[src/rtl/multi_player_match_game.sv]
// N-player timed sequence-matching game core: LFSR target, per-round countdown, first correct guesser scores.
// Optional build define LOCKOUT_EN: a wrong guess locks that player out for the rest of the round.
module multi_player_match_game #(
    parameter int          NUM_PLAYERS  = 4,
    parameter int          DATA_W       = 4,
    parameter int          SCORE_W      = 4,
    parameter int          ROUND_CYCLES = 1000,
    parameter int          NUM_ROUNDS   = 9,
    parameter int          WIN_SCORE    = 5,
    parameter logic [15:0] LFSR_SEED    = 16'hACE1,
    localparam int         TL_W         = $clog2(ROUND_CYCLES)
) (
    input  logic                           Clk,
    input  logic                           Rst,
    input  logic                           Start,
    input  logic [NUM_PLAYERS*DATA_W-1:0]  Guess,
    input  logic [NUM_PLAYERS-1:0]         GuessVld,
    output logic [DATA_W-1:0]              Target,
    output logic [NUM_PLAYERS*SCORE_W-1:0] Scores,
    output logic [7:0]                     RoundCnt,
    output logic [TL_W-1:0]                TimeLeft,
    output logic                           Busy,
    output logic                           RoundPt,
    output logic [2:0]                     RoundPtIdx,
    output logic [2:0]                     Winner,
    output logic                           WinVld,
    output logic                           Tie,
    output logic [2:0]                     State
);

    // Handshake: Start and GuessVld are single-cycle strobes with no backpressure; a
    // strobe is consumed on the edge it is sampled in an accepting state, otherwise dropped.
    // RoundPt is a one-cycle strobe qualifying RoundPtIdx; WinVld is a level qualifying Winner/Tie.

    typedef enum logic [2:0] {
        S_IDLE  = 3'd0,
        S_LOAD  = 3'd1,
        S_ROUND = 3'd2,
        S_SCORE = 3'd3,
        S_DONE  = 3'd4
    } state_t;

    state_t state;
    state_t state_next;

    logic [15:0]            lfsr;
    logic [NUM_PLAYERS-1:0] eq;
    logic [NUM_PLAYERS-1:0] vld_eff;
    logic [NUM_PLAYERS-1:0] match;
    logic                   all_locked;
    logic                   hit;
    logic [2:0]             hit_idx;
    logic [SCORE_W-1:0]     score [NUM_PLAYERS];
    logic [SCORE_W-1:0]     max_score;
    logic [2:0]             max_idx;
    logic [3:0]             max_cnt;
    logic                   game_end;

    // Fibonacci LFSR, taps 16,14,13,11; free-running outside reset
    always_ff @(posedge Clk) begin
        if (Rst) begin
            lfsr <= LFSR_SEED;
        end else begin
            lfsr <= {lfsr[14:0], lfsr[15] ^ lfsr[13] ^ lfsr[12] ^ lfsr[10]};
        end
    end

`ifdef LOCKOUT_EN
    logic [NUM_PLAYERS-1:0] locked;

    always_ff @(posedge Clk) begin
        if (Rst || state == S_LOAD) begin
            locked <= '0;
        end else if (state == S_ROUND) begin
            locked <= locked | (vld_eff & ~eq);
        end
    end

    assign vld_eff    = GuessVld & ~locked;
    assign all_locked = &locked;
`else
    assign vld_eff    = GuessVld;
    assign all_locked = 1'b0;
`endif

    always_comb begin
        eq = '0;
        for (int i = 0; i < NUM_PLAYERS; i++) begin
            eq[i] = (Guess[i*DATA_W +: DATA_W] == Target);
        end
    end

    assign match = (state == S_ROUND) ? (vld_eff & eq) : '0;

    // Scan from the top so the lowest matching index is the one left standing
    always_comb begin
        hit     = 1'b0;
        hit_idx = '0;
        for (int i = NUM_PLAYERS - 1; i >= 0; i--) begin
            if (match[i]) begin
                hit     = 1'b1;
                hit_idx = 3'(i);
            end
        end
    end

    always_comb begin
        max_score = score[0];
        max_idx   = '0;
        for (int i = 1; i < NUM_PLAYERS; i++) begin
            if (score[i] > max_score) begin
                max_score = score[i];
                max_idx   = 3'(i);
            end
        end
        max_cnt = '0;
        for (int i = 0; i < NUM_PLAYERS; i++) begin
            if (score[i] == max_score) begin
                max_cnt = max_cnt + 4'd1;
            end
        end
    end

    assign game_end = (max_score >= SCORE_W'(WIN_SCORE)) || (RoundCnt == 8'(NUM_ROUNDS));

    always_ff @(posedge Clk) begin
        if (Rst) begin
            state <= S_IDLE;
        end else begin
            state <= state_next;
        end
    end

    always_comb begin
        state_next = state;
        case (state)
            S_IDLE, S_DONE: begin
                if (Start) begin
                    state_next = S_LOAD;
                end
            end
            S_LOAD: begin
                state_next = S_ROUND;
            end
            S_ROUND: begin
                if (hit || TimeLeft == '0 || all_locked) begin
                    state_next = S_SCORE;
                end
            end
            S_SCORE: begin
                state_next = game_end ? S_DONE : S_LOAD;
            end
            default: begin
                state_next = S_IDLE;
            end
        endcase
    end

    always_comb begin
        Busy  = (state == S_LOAD) || (state == S_ROUND) || (state == S_SCORE);
        State = state;
    end

    always_comb begin
        Scores = '0;
        for (int i = 0; i < NUM_PLAYERS; i++) begin
            Scores[i*SCORE_W +: SCORE_W] = score[i];
        end
    end

    always_ff @(posedge Clk) begin
        if (Rst) begin
            Target     <= '0;
            RoundCnt   <= '0;
            TimeLeft   <= '0;
            RoundPt    <= 1'b0;
            RoundPtIdx <= '0;
            Winner     <= '0;
            WinVld     <= 1'b0;
            Tie        <= 1'b0;
            for (int i = 0; i < NUM_PLAYERS; i++) begin
                score[i] <= '0;
            end
        end else begin
            RoundPt    <= 1'b0;
            RoundPtIdx <= '0;
            case (state)
                S_IDLE, S_DONE: begin
                    if (Start) begin
                        RoundCnt <= '0;
                        Winner   <= '0;
                        WinVld   <= 1'b0;
                        Tie      <= 1'b0;
                        for (int i = 0; i < NUM_PLAYERS; i++) begin
                            score[i] <= '0;
                        end
                    end
                end
                S_LOAD: begin
                    Target   <= lfsr[DATA_W-1:0];
                    TimeLeft <= TL_W'(ROUND_CYCLES - 1);
                    RoundCnt <= RoundCnt + 8'd1;
                end
                S_ROUND: begin
                    if (hit) begin
                        RoundPt    <= 1'b1;
                        RoundPtIdx <= hit_idx;
                        for (int i = 0; i < NUM_PLAYERS; i++) begin
                            if (hit_idx == 3'(i) && score[i] != '1) begin
                                score[i] <= score[i] + 1'b1;
                            end
                        end
                    end else if (TimeLeft != '0 && !all_locked) begin
                        TimeLeft <= TimeLeft - 1'b1;
                    end
                end
                S_SCORE: begin
                    if (game_end) begin
                        WinVld <= 1'b1;
                        Winner <= max_idx;
                        Tie    <= (max_cnt > 4'd1);
                    end
                end
                default: begin
                end
            endcase
        end
    end

endmodule

[config.mk]
export PLATFORM = sky130hd
export DESIGN_NAME = multi_player_match_game
export DESIGN_NICKNAME = d
export VERILOG_FILES = /design/src/rtl/multi_player_match_game.sv
export SDC_FILE = /design/constraint.sdc
export NUM_CORES = 1
export LEC_CHECK = 0
export CAP_MARGIN = 5
export CORE_MARGIN = 1
export CORE_UTILIZATION = 48
export DETAILED_ROUTE_END_ITERATION = 7
export GPL_TIMING_DRIVEN = 0
export PLACE_DENSITY = 0.76
export REMOVE_ABC_BUFFERS = 1
export SYNTH_ARGS = -nofsm -noshare
export SYNTH_HDL_FRONTEND = slang
export SYNTH_SLANG_ARGS = --single-unit
[constraint.sdc]
create_clock -name Clk -period 6.4 [get_ports Clk]
set_input_delay 1.28 -clock Clk [delete_from_list [all_inputs] [get_ports Clk]]
set_output_delay 1.28 -clock Clk [all_outputs]
set_load 0.005 [all_outputs]
* Word level (Yosys, flattened, before mapping) *
Memories as Yosys holds them, arrays and structs flattened.
Index checks and enable logic that the tools add are counted.

operators by class
  add/sub/neg operators = 9
  order comparisons = 5
  equality and inequality tests = 25
  muxes and demuxes = 71
  bitwise logic cells = 14
  reduce and logical (&&, ||, !) cells = 22

operators with widths
  operator               count
  $mux 4                 15
  $mux 1                 36
  $eq 4x4->1             8
  $mux 3                 10
  $add 4x1->4 const B    7
  $mux 10                2
  $pmux 10 s2            1
  $ne 4x4->1 const B     4
  $pmux 8 s2             1
  $eq 3x2->1 const B     4
  $gt 4x4->1             3
  $pmux 3 s4             1
  $logic_not 10->1       1
  $reduce_bool 10->1     1
  $sub 10x1->10 const B  1
  $add 8x1->8 const B    1
  $eq 8x4->1 const B     1
  $mux 8                 1
  $or 1x1->1             8
  $eq 3x1->1 const B     2
  $logic_not 3->1        2
  $ne 2x2->1 const B     3
  $pmux 3 s2             1
  $reduce_and 3->1       2
  other kinds (15)       30

word-level totals
  flip-flop bits (word level) = 50
  memory bits (writable) = 16
  input port bits = 23
  memories = 1

memories
  memory  depth  bits a word  rd ports  clocked after memory_dff  write ports  RTL line  text
  score   4      4            4         0                         4            53        logic [SCORE_W-1:0] score [NUM_PLAYERS];

* Logic depth before layout (Yosys ltp) *
Gate-level depths: netlist (run 1).
An unclocked memory read counts as a cell.

  depth in word-level cells = 18
  mapped depth = 30
  gate-level depth less buffers = 28

* Least setup slack after synthesis (run 1) *
Ideal clock, no wire load.

  path type = register to register
  start point = mem score[0][2]
  end point = reg Tie
  setup time = 0.084 ns
  arrival time = 6.403 ns
  data required time = 6.316 ns
  path slack = -0.087 ns
  stages on the path, launching flop included = 28
  path through = edfxtp_1 -> clkbuf_1 -> inv_1 -> ha_1 -> and4_1 -> nor2_2 -> a32o_2 -> nor2_1 -> ha_1 -> a211oi_1 -> and2_2 -> nor2_4 -> o31ai_2 -> ha_1 -> and3b_1 -> a2111oi_2 -> or2_1 -> clkbuf_2 -> mux2_4 -> xnor2_1 -> or4_4 -> inv_2 -> ha_1 -> xor2_1 -> ha_1 -> nor4_1 -> a2111o_1 -> o31ai_2

RTL lines
  item                  RTL line  text
  start, declared       53
  end signal, assigned  221       Tie <= (max_cnt > 4'd1);
  end, declared         27        output logic Tie,

==> metrics.cfg, run 1 <==
[run_status]
outcome=complete, no violations

[finish]
syn_to_final_growth_pct=34.33
fin_area_um2=5258
layout-drive-gt1-share=0.2122
utilization=0.6734
fin_cells=625
nets=563
num_antenna_cells=0

[synthesis]
netlist_area_um2=3914
synth_common_cells=dfxtp_1 (52), nor2_1 (35), nand2_1 (29)
seq_area_frac_synth=0.3581
ys_seq_elements=64
synth_area_leader_cell=dfxtp_1
netlist_instances=432
avgSynthCellArea_um2=9.060
synth_top_area_share=0.2660
synth_ff_type=dfxtp_1
synth_area_leaders=dfxtp_1 (27%), edfxtp_1 (9.2%), ha_1 (7.0%), xnor2_1 (6.3%), xor2_1 (5.1%)
ys_async_sr_fraction=0
synthMostInstantiatedCell=dfxtp_1
yosysUniqueCellTypes=74
synth_edf_count=12
yosys_warnings=0

[placement]
dpl_cell_area_um2=4666
port_buffers=71
dp_hpwl_um=6749
placedCellCount=586
gp_congestion=0.8666
pre_cts_ws_ns=-0.5652

[worst_setup_path]
crit_type=flip-flop to flip-flop
crit_required_ns=6.66
endpoint_kind=flip-flop
worst-path-max-fanout=5
cp.arrival_ns=6.51
startpoint_type=flip-flop

[pwr]
cellPowerDensity_nw_per_um2=566.4
power_leakage_nw=1.982
peakVddDrop_uv=268.7

[die]
core_um2=7807
placementRows=32
die_area_um2=8518
die-height_um=92.30
io-pin-count=74
die_x_um=92.30
initial_core_util=0.5013

[timing]
whs_ns=0.4080
period_share=0.9768
max_freq_mhz=160.0
period_minus_slack_ns=6.251
setup_ws_ns=0.1487
setup_viol=0
worst_pin_slew_ns=0.9142
hold_viol=0
skew_ns=0.01063
relSlewSlack=0.3872
slew_viol_final=0

[min_path]
hp-class=flip-flop to flip-flop

[routing]
drt-initial-drc-count=151
dr_total_vias=3536
drt_first_pass_iters=5
drt_wl_total_um=9964
ant_nets=0
viasPerCell=5.658
wl_per_cell_um=15.94
drc_errors=0

[global_route]
antenna_found_initial=0
first_global_vias=3365
overflow=0
grt_pass1_wl_um=15840
grt_max_degree=49
track_usage=0.2344

[cts]
cts_sinks=64
clk_latency_ns=0.35
clock_path_buffers=2
clkSlewWorstSetupHoldPaths_ns=0.07
holdBufCountCts=0
cts_max_level=3
cts_made_buffers=9
cts-root-buf=clkbuf_8
cts_tree=done

[run]
maxCapViolations=0

==> layout by cell type (no fill, tap or decap), types with 12 or more instances in the layout <==
cell,synthesis,layout
nand3_1,18,18
xor2_1,23,23
inv_1,19,16
dfxtp_1,52,52
nor2_1,35,32
xnor2_1,28,28
clkdlybuf4s50_1,0,70
ha_1,22,16
edfxtp_1,12,12
a21oi_1,28,27
nand2_1,29,28
buf_4,2,22
==> flip-flops by register name (all words and copies together), names as in the netlist <==
| register | flops |
|---|---|
| RoundCnt | 8 |
| RoundPt | 1 |
| RoundPtIdx | 2 |
| State | 3 |
| Target | 4 |
| Tie | 1 |
| TimeLeft | 10 |
| WinVld | 1 |
| Winner | 2 |
| lfsr | 16 |
| score | 16 |
==> layout make-up <==
cell class                      instances  area, um2
Fill cell                             631       2550
Tap cell                              102      127.6
Clock inverter                          4      25.02
Multi-Input combinational cell        330       2581
Timing Repair Buffer                   93      870.8
Inverter                               20      75.07
Sequential cell                        64       1401
Clock buffer                           12      176.4
==> metrics by stage <==
| step | TNS [ns] | power (mW) |
|---|---|---|
| floorplan | 0 | 1.830 |
| finish | 0 | 2.978 |
| CTS | 0 | 2.704 |
| detailed placement | -0.5652 | 2.248 |
| global placement | -0.5268 | 2.180 |
| global route | -0.1089 | 3.208 |
==> path summary, 6_finish.rpt <==
path / endpoint / depth (start not counted) / from / slack [ns]
max: Tie / 24 / score[1][1] / 0.15
max reg2reg: Tie / 24 / score[1][1] / 0.15
min: lfsr[6] / 1 / lfsr[5] / 0.41
min reg2reg: lfsr[6] / 1 / lfsr[5] / 0.41
==> per-layer routing <==
layer | GRT usage | vias to the layer above | part of all wire
met5 | 0 | - | 0
met3 | 0.05829 | 24 | 0.053
met1 | 0.2888 | 1683 | 0.42
met4 | 0.08594 | 0 | 0.017
met2 | 0.3955 | 122 | 0.51
li1 | - | 1707 | -
==> power by group <==
part	internal (mW)	total (mW)	switching, mW
clock network	0.184	0.340	0.156
logic	1.02	2.08	1.06
registers	0.478	0.559	0.0813
==> cell families (layout without fill, tap and decap cells) <==
group | count (synthesis) | after routing | share of synthesized area
AOI/OAI and AO/OA | 82 | 83 | 0.1701
adders and majority gates | 22 | 22 | 0.07033
DFF | 64 | 64 | 0.3581
and+or+nand+nor | 168 | 168 | 0.2321
other | 1 | 2 | 0.0009582
xor gates and xnor gates | 51 | 51 | 0.1141
buffers and inverters | 40 | 129 | 0.04220
muxes | 4 | 4 | 0.01215
==> critical path, stage by stage (launching register included) <==
cell and delay (ns):
edfxtp_1 0.45, ha_4 0.32, nor2b_4 0.20, o211ai_4 0.14, a32o_2 0.31, nor2_4 0.12
ha_4 0.22, a211oi_2 0.23, and2_4 0.23, nor2_4 0.08, o31ai_4 0.31, ha_4 0.26
and3b_1 0.20, a2111oi_4 0.39, or2_4 0.23, mux2_4 0.33, xnor2_1 0.13, or4_4 0.55
inv_2 0.06, ha_1 0.25, xor2_1 0.18, ha_1 0.33, nor4_1 0.07, a2111o_1 0.40
o31ai_2 0.16
==> repair_timing <==
action,CTS,global route
pin swaps,1,19
resized for setup,13,26
gates cloned,0,1
setup buffers,8,14
setup endpoints to repair,1,1
(Power assumes the default switching activity.)
==> run 2: changes to the inputs <==
--- a/config.mk
+++ b/config.mk
@@ -7,10 +7,10 @@
 export LEC_CHECK = 0
 export CAP_MARGIN = 5
 export CORE_MARGIN = 1
-export CORE_UTILIZATION = 48
+export CORE_UTILIZATION = 30
 export DETAILED_ROUTE_END_ITERATION = 7
 export GPL_TIMING_DRIVEN = 0
-export PLACE_DENSITY = 0.76
+export PLACE_DENSITY = 0.52
 export REMOVE_ABC_BUFFERS = 1
 export SYNTH_ARGS = -nofsm -noshare
 export SYNTH_HDL_FRONTEND = slang
==> run 2 against run 1 <==
  * Maximum frequency up 1.7%
  * Via count is 5.0% lower
  * Sequential cell count unchanged
  * Critical path depth grew 2
  * Power up 3.0%
  * Combinational power fell by 2%
  * Largest cell class unchanged
==> metrics.cfg, run 2 (synthesized netlist as in run 1, its figures left out) <==
[cts]
cts_made_buffers=9
cts_tree=done
clk_latency_ns=0.32
cts_sinks=64
clkSlewWorstSetupHoldPaths_ns=0.06
clock_path_buffers=2
cts-root-buf=clkbuf_16
cts_max_level=3

[die]
io-pin-count=74
die-height_um=116.2
placementRows=41
core_um2=12670
die_x_um=116.2
initial_core_util=0.3089
die_area_um2=13510

[finish]
nets=562
fillers=1256
fin_area_um2=5415
layout_common_cells=clkdlybuf4s50_1 (70), dfxtp_1 (52), nor2_1 (33)
ff_latch_area_um2=1401
num_antenna_cells=0
layout_commonest_cell=clkdlybuf4s50_1
syn_to_final_growth_pct=38.36
multi_input_area_um2=2535
top_regs=lfsr: 16 flops, score: 16 flops, TimeLeft: 10 flops
layout-drive-gt1-share=0.2011

[timing]
hold_viol=0
period_minus_slack_ns=6.144
setup_viol=0
skew_ns=0.007385
worst_pin_slew_ns=0.9230
max_freq_mhz=162.8
slew_viol_final=0
finalSetupTns_ns=0
relSlewSlack=0.3813
period_share=0.9600

[routing]
drt_first_pass_iters=4
viasPerCell=4.841
drt_wl_total_um=9905
dr_total_vias=3360
drc_errors=0
wl_per_cell_um=14.27
ant_nets=0
drt-initial-drc-count=222

[global_route]
grt_pass1_wl_um=16450
grt_max_degree=49
track_usage=0.1562
overflow=0
antenna_found_initial=0
first_global_vias=3261

[pwr]
power_leakage_nw=2.013
switching_power_mw=1.293
seq_power_share=0.183
clockPowerShare=0.155
pwr-share-comb=0.662
intPower_mw=1.775
fin_total_pwr_mw=3.068
sw_frac_of_total=0.4213
cellPowerDensity_nw_per_um2=566.5
peakVddDrop_uv=215.7

[worst_setup_path]
crit_type=flip-flop to flip-flop
crit_required_ns=6.63
cp.arrival_ns=6.38
startpoint_type=flip-flop
worst-path-max-fanout=7
endpoint_kind=flip-flop

[placement]
gp_congestion=0.8275
dp_hpwl_um=7061
dpl_cell_area_um2=4753
port_buffers=71

[min_path]
hp-class=flip-flop to flip-flop

[run_status]
outcome=complete, no violations

[run]
maxCapViolations=0

-- run 2: power groups by stage --
| stage | Sequential (mW) | Combinational [mW] | Clock (mW) |
|---|---|---|---|
| final | 0.561 | 2.03 | 0.476 |
| after global routing | 0.572 | 2.23 | 0.510 |
| after detailed placement | 0.582 | 1.68 | 0 |
| after global placement | 0.582 | 1.65 | 0 |
| after CTS | 0.558 | 1.84 | 0.490 |
| after floorplan | 0.562 | 1.27 | 0 |
-- run 2: layout make-up --
class,instances,share of cell area
clock buffers,9,0.04159
clock inverters,7,0.01340
inverters,20,0.01386
multi-input cells,329,0.4681
flip-flops and latches,64,0.2588
well taps,172,0.03974
repair buffers,93,0.1645
-- run 2: worst paths after layout --
| path | depth (start not counted) | slack, ns | startpoint | end |
|---|---|---|---|---|
| max | 26 | 0.26 | score[0][1] | Tie |
| max reg2reg | 26 | 0.26 | score[0][1] | Tie |
| min reg2reg | 1 | 0.41 | lfsr[4] | lfsr[5] |
| min | 1 | 0.41 | lfsr[4] | lfsr[5] |
-- run 2: routing by layer --
metal	vias up	GRT usage	share of wire	wire length, um
met4	0	0.04017	0.0054	53
met2	57	0.2671	0.49	4827
met5	-	0	0	0
met3	4	0.02802	0.033	329
li1	1708	-	-	-
met1	1591	0.2021	0.47	4696
-- run 2: repair_timing --
| action | in CTS | in global routing |
|---|---|---|
| pin swaps | 3 | 13 |
| resized for setup | 11 | 21 |
| hold buffers | 0 | 0 |
| setup endpoints to repair | 1 | 1 |
| setup buffers | 11 | 11 |
-- run 2: stage by stage --
stage / worst slack (ns) / hold WS [ns] / util / cells
after global placement: -0.6662 / 0.3956 / 0.3751 / 656
final: 0.2561 / 0.4060 / 0.4274 / 694
after global routing: -0.008559 / 0.4263 / 0.4274 / 694
after detailed placement: -0.6710 / 0.3959 / 0.3751 / 656
after CTS: 0.009964 / 0.4091 / 0.4097 / 683
after floorplan: 0.06458 / 0.3895 / - / 413
-- run 2: critical path, stage by stage, from the launching register on --
cell       delay (ns)
edfxtp_1         0.41
inv_2            0.10
ha_4             0.21
nor2b_4          0.13
o211ai_4         0.30
buf_6            0.15
a32o_2           0.18
nor2_1           0.06
ha_1             0.30
nand3b_1         0.10
and2_4           0.20
or3_1            0.39
o31ai_4          0.10
ha_4             0.26
and3b_1          0.20
a2111oi_4        0.31
or2_4            0.22
mux2_4           0.33
xnor2_1          0.13
or4_4            0.56
inv_2            0.08
ha_4             0.20
xor2_1           0.16
ha_1             0.33
nor4_1           0.07
a2111o_1         0.39
o31ai_2          0.17
==> run 3: changes to the inputs <==
--- a/config.mk
+++ b/config.mk
@@ -9,7 +9,6 @@
 export CORE_MARGIN = 1
 export CORE_UTILIZATION = 30
 export DETAILED_ROUTE_END_ITERATION = 7
-export GPL_TIMING_DRIVEN = 0
 export PLACE_DENSITY = 0.52
 export REMOVE_ABC_BUFFERS = 1
 export SYNTH_ARGS = -nofsm -noshare
==> run 3 against run 2 <==
  * Sequential share of layout area grew 0.26 points
  * Sequential power hardly changed
  * Global-route usage is 0.087 points higher
  * Power is 4.0% lower
  * Maximum frequency fell by 1.2%
  * Highest routed layer unchanged
  * Critical path type unchanged
  * Cell area down 0.99%
==> metrics.cfg, run 3 (synthesized netlist as in run 1, its figures left out) <==
[pwr]
cellPowerDensity_nw_per_um2=549.1
power_leakage_nw=2.014
peakVddDrop_uv=255.3

[placement]
dpl_cell_area_um2=4881
gp_congestion=0.8682
pre_cts_ws_ns=0.03177
port_buffers=71
dp_hpwl_um=7472

[die]
die_area_um2=13510
core_um2=12670
die_x_um=116.2
initial_core_util=0.3089
die-height_um=116.2
placementRows=41
io-pin-count=74

[worst_setup_path]
regToRegEndpoint=Tie
worst_r2r_path_depth=24
endpoint_kind=flip-flop
worstPathCellList=ha_4 > nor2b_4 > o211ai_4 > a32o_2 > nor2_1 > ha_1 > a211oi_2 > and2_4 > nor2_4 > o31ai_4 > ha_1 > and3b_1 > a2111oi_4 > or2_4 > mux2_4 > xnor2_1 > or4_4 > inv_2 > ha_1 > xor2_1 > ha_1 > nor4_1 > a2111o_1 > o31ai_2
cp.arrival_ns=6.46
crit_type=flip-flop to flip-flop
r2r_start=score[1][1]
crit_required_ns=6.64
max_stage_delay_ns=0.55
startpoint_type=flip-flop
critPathSlowestCell=or4_4
reg2reg_setup_slack_ns=0.18
path_common_cell=ha_1
worst-path-max-fanout=5

[cts]
clk_latency_ns=0.33
cts_made_buffers=9
clock_path_buffers=2
cts-root-buf=clkbuf_16
cts_sinks=64
cts_max_level=3
cts_tree=done
clkSlewWorstSetupHoldPaths_ns=0.05

[min_path]
hp-class=flip-flop to flip-flop
min_path_cells=1
holdPathEnd=lfsr[15]
worstHoldStart=lfsr[14]

[global_route]
track_usage=0.1570
antenna_found_initial=0
first_global_vias=3308
overflow=0
grt_max_degree=38
grt_pass1_wl_um=16470

[finish]
fin_area_um2=5361
nets=561
num_antenna_cells=0
utilization=0.4231
layout-drive-gt1-share=0.1766
layout_common_cells=clkdlybuf4s50_1 (71), dfxtp_1 (52), nor2_1 (34)
top_regs=lfsr: 16 flops, score: 16 flops, TimeLeft: 10 flops
syn_to_final_growth_pct=36.99
layout_commonest_cell=clkdlybuf4s50_1

[routing]
wl_per_cell_um=14.52
viasPerCell=4.873
drt_wl_total_um=10060
drt-initial-drc-count=152
ant_nets=0
dr_total_vias=3377
drc_errors=0
drt_first_pass_iters=4

[run_status]
outcome=complete, no violations

[timing]
period_minus_slack_ns=6.218
worst_pin_slew_ns=0.6823
period_share=0.9715
setup_viol=0
slew_viol_final=0
hold_viol=0
max_freq_mhz=160.8
skew_ns=0.01268
setup_ws_ns=0.1821
finalSetupTns_ns=0
relSlewSlack=0.5451

[run]
maxCapViolations=0

[run 3: changes by cell type in the layout (fill, tap and decap cells not counted), sizes merged]
cell           before  now
clkinvlp            2    0
buf                23   20
clkinv              4    1
clkbuf              9   12
o211ai              1    2
inv                20   22
clkdlybuf4s50      70   71
[run 3: worst max-delay path, delay by kind of cell, from the launching register on]
family / cells / cell delay, ns
compound gates: 7 / 1.82
simple gates: 8 / 1.68
fa+ha+maj: 5 / 1.51
flops: 1 / 0.45
mux: 1 / 0.32
xor+xnor: 2 / 0.30
buf+inv: 1 / 0.06
[run 3: per-stage QoR]
stage,std cells,hold WS [ns],power [mW]
after floorplan,413,0.3895,1.830
after global routing,693,0.4335,3.174
after detailed placement,673,0.3934,2.308
final,693,0.4112,2.944
after global placement,673,0.3953,2.287
after CTS,689,0.4119,2.838
[run 3: worst max path at each step]
stage	from	end	slack (ns)	cells after the start
2_1_floorplan	score[1][2]	Tie	0.06	24
5_1_grt	score[1][1]	Tie	-0.01	24
3_5_place_dp	score[1][2]	Tie	0.03	24
4_1_cts	score[1][2]	Tie	0.005	24
6_report	score[1][1]	Tie	0.18	24
3_3_place_gp	score[0][1]	Tie	0.18	25
[run 3: per-layer routing]
layer	share of wire	track usage	wire, um
met1	0.48	0.1992	4801
met2	0.47	0.2592	4701
met4	0.021	0.07094	209
met3	0.034	0.02854	347
met5	0	0	0
[run 3: timing repair]
action | 4_1_cts | 5_1_grt
setup endpoints to repair | 0 | 1
resized for setup | 0 | 24
hold buffers | 0 | 0
setup buffers | 0 | 3
[run 3: area by class of cell]
type / count / area, um2
Tap cell: 172 / 215.2
Timing Repair Buffer: 91 / 860.8
Clock inverter: 4 / 47.55
Clock buffer: 12 / 267.8
Multi-Input combinational cell: 330 / 2494
Fill cell: 1251 / 7310
Inverter: 20 / 75.07
Sequential cell: 64 / 1401
[run 3: report_power, final]
| part | internal (mW) | leakage [nW] | switching, mW |
|---|---|---|---|
| Combinational | 0.916 | 1.30 | 0.961 |
| Clock | 0.335 | 0.159 | 0.174 |
| Sequential | 0.478 | 0.556 | 0.0794 |
| Total | 1.73 | 2.01 | 1.21 |
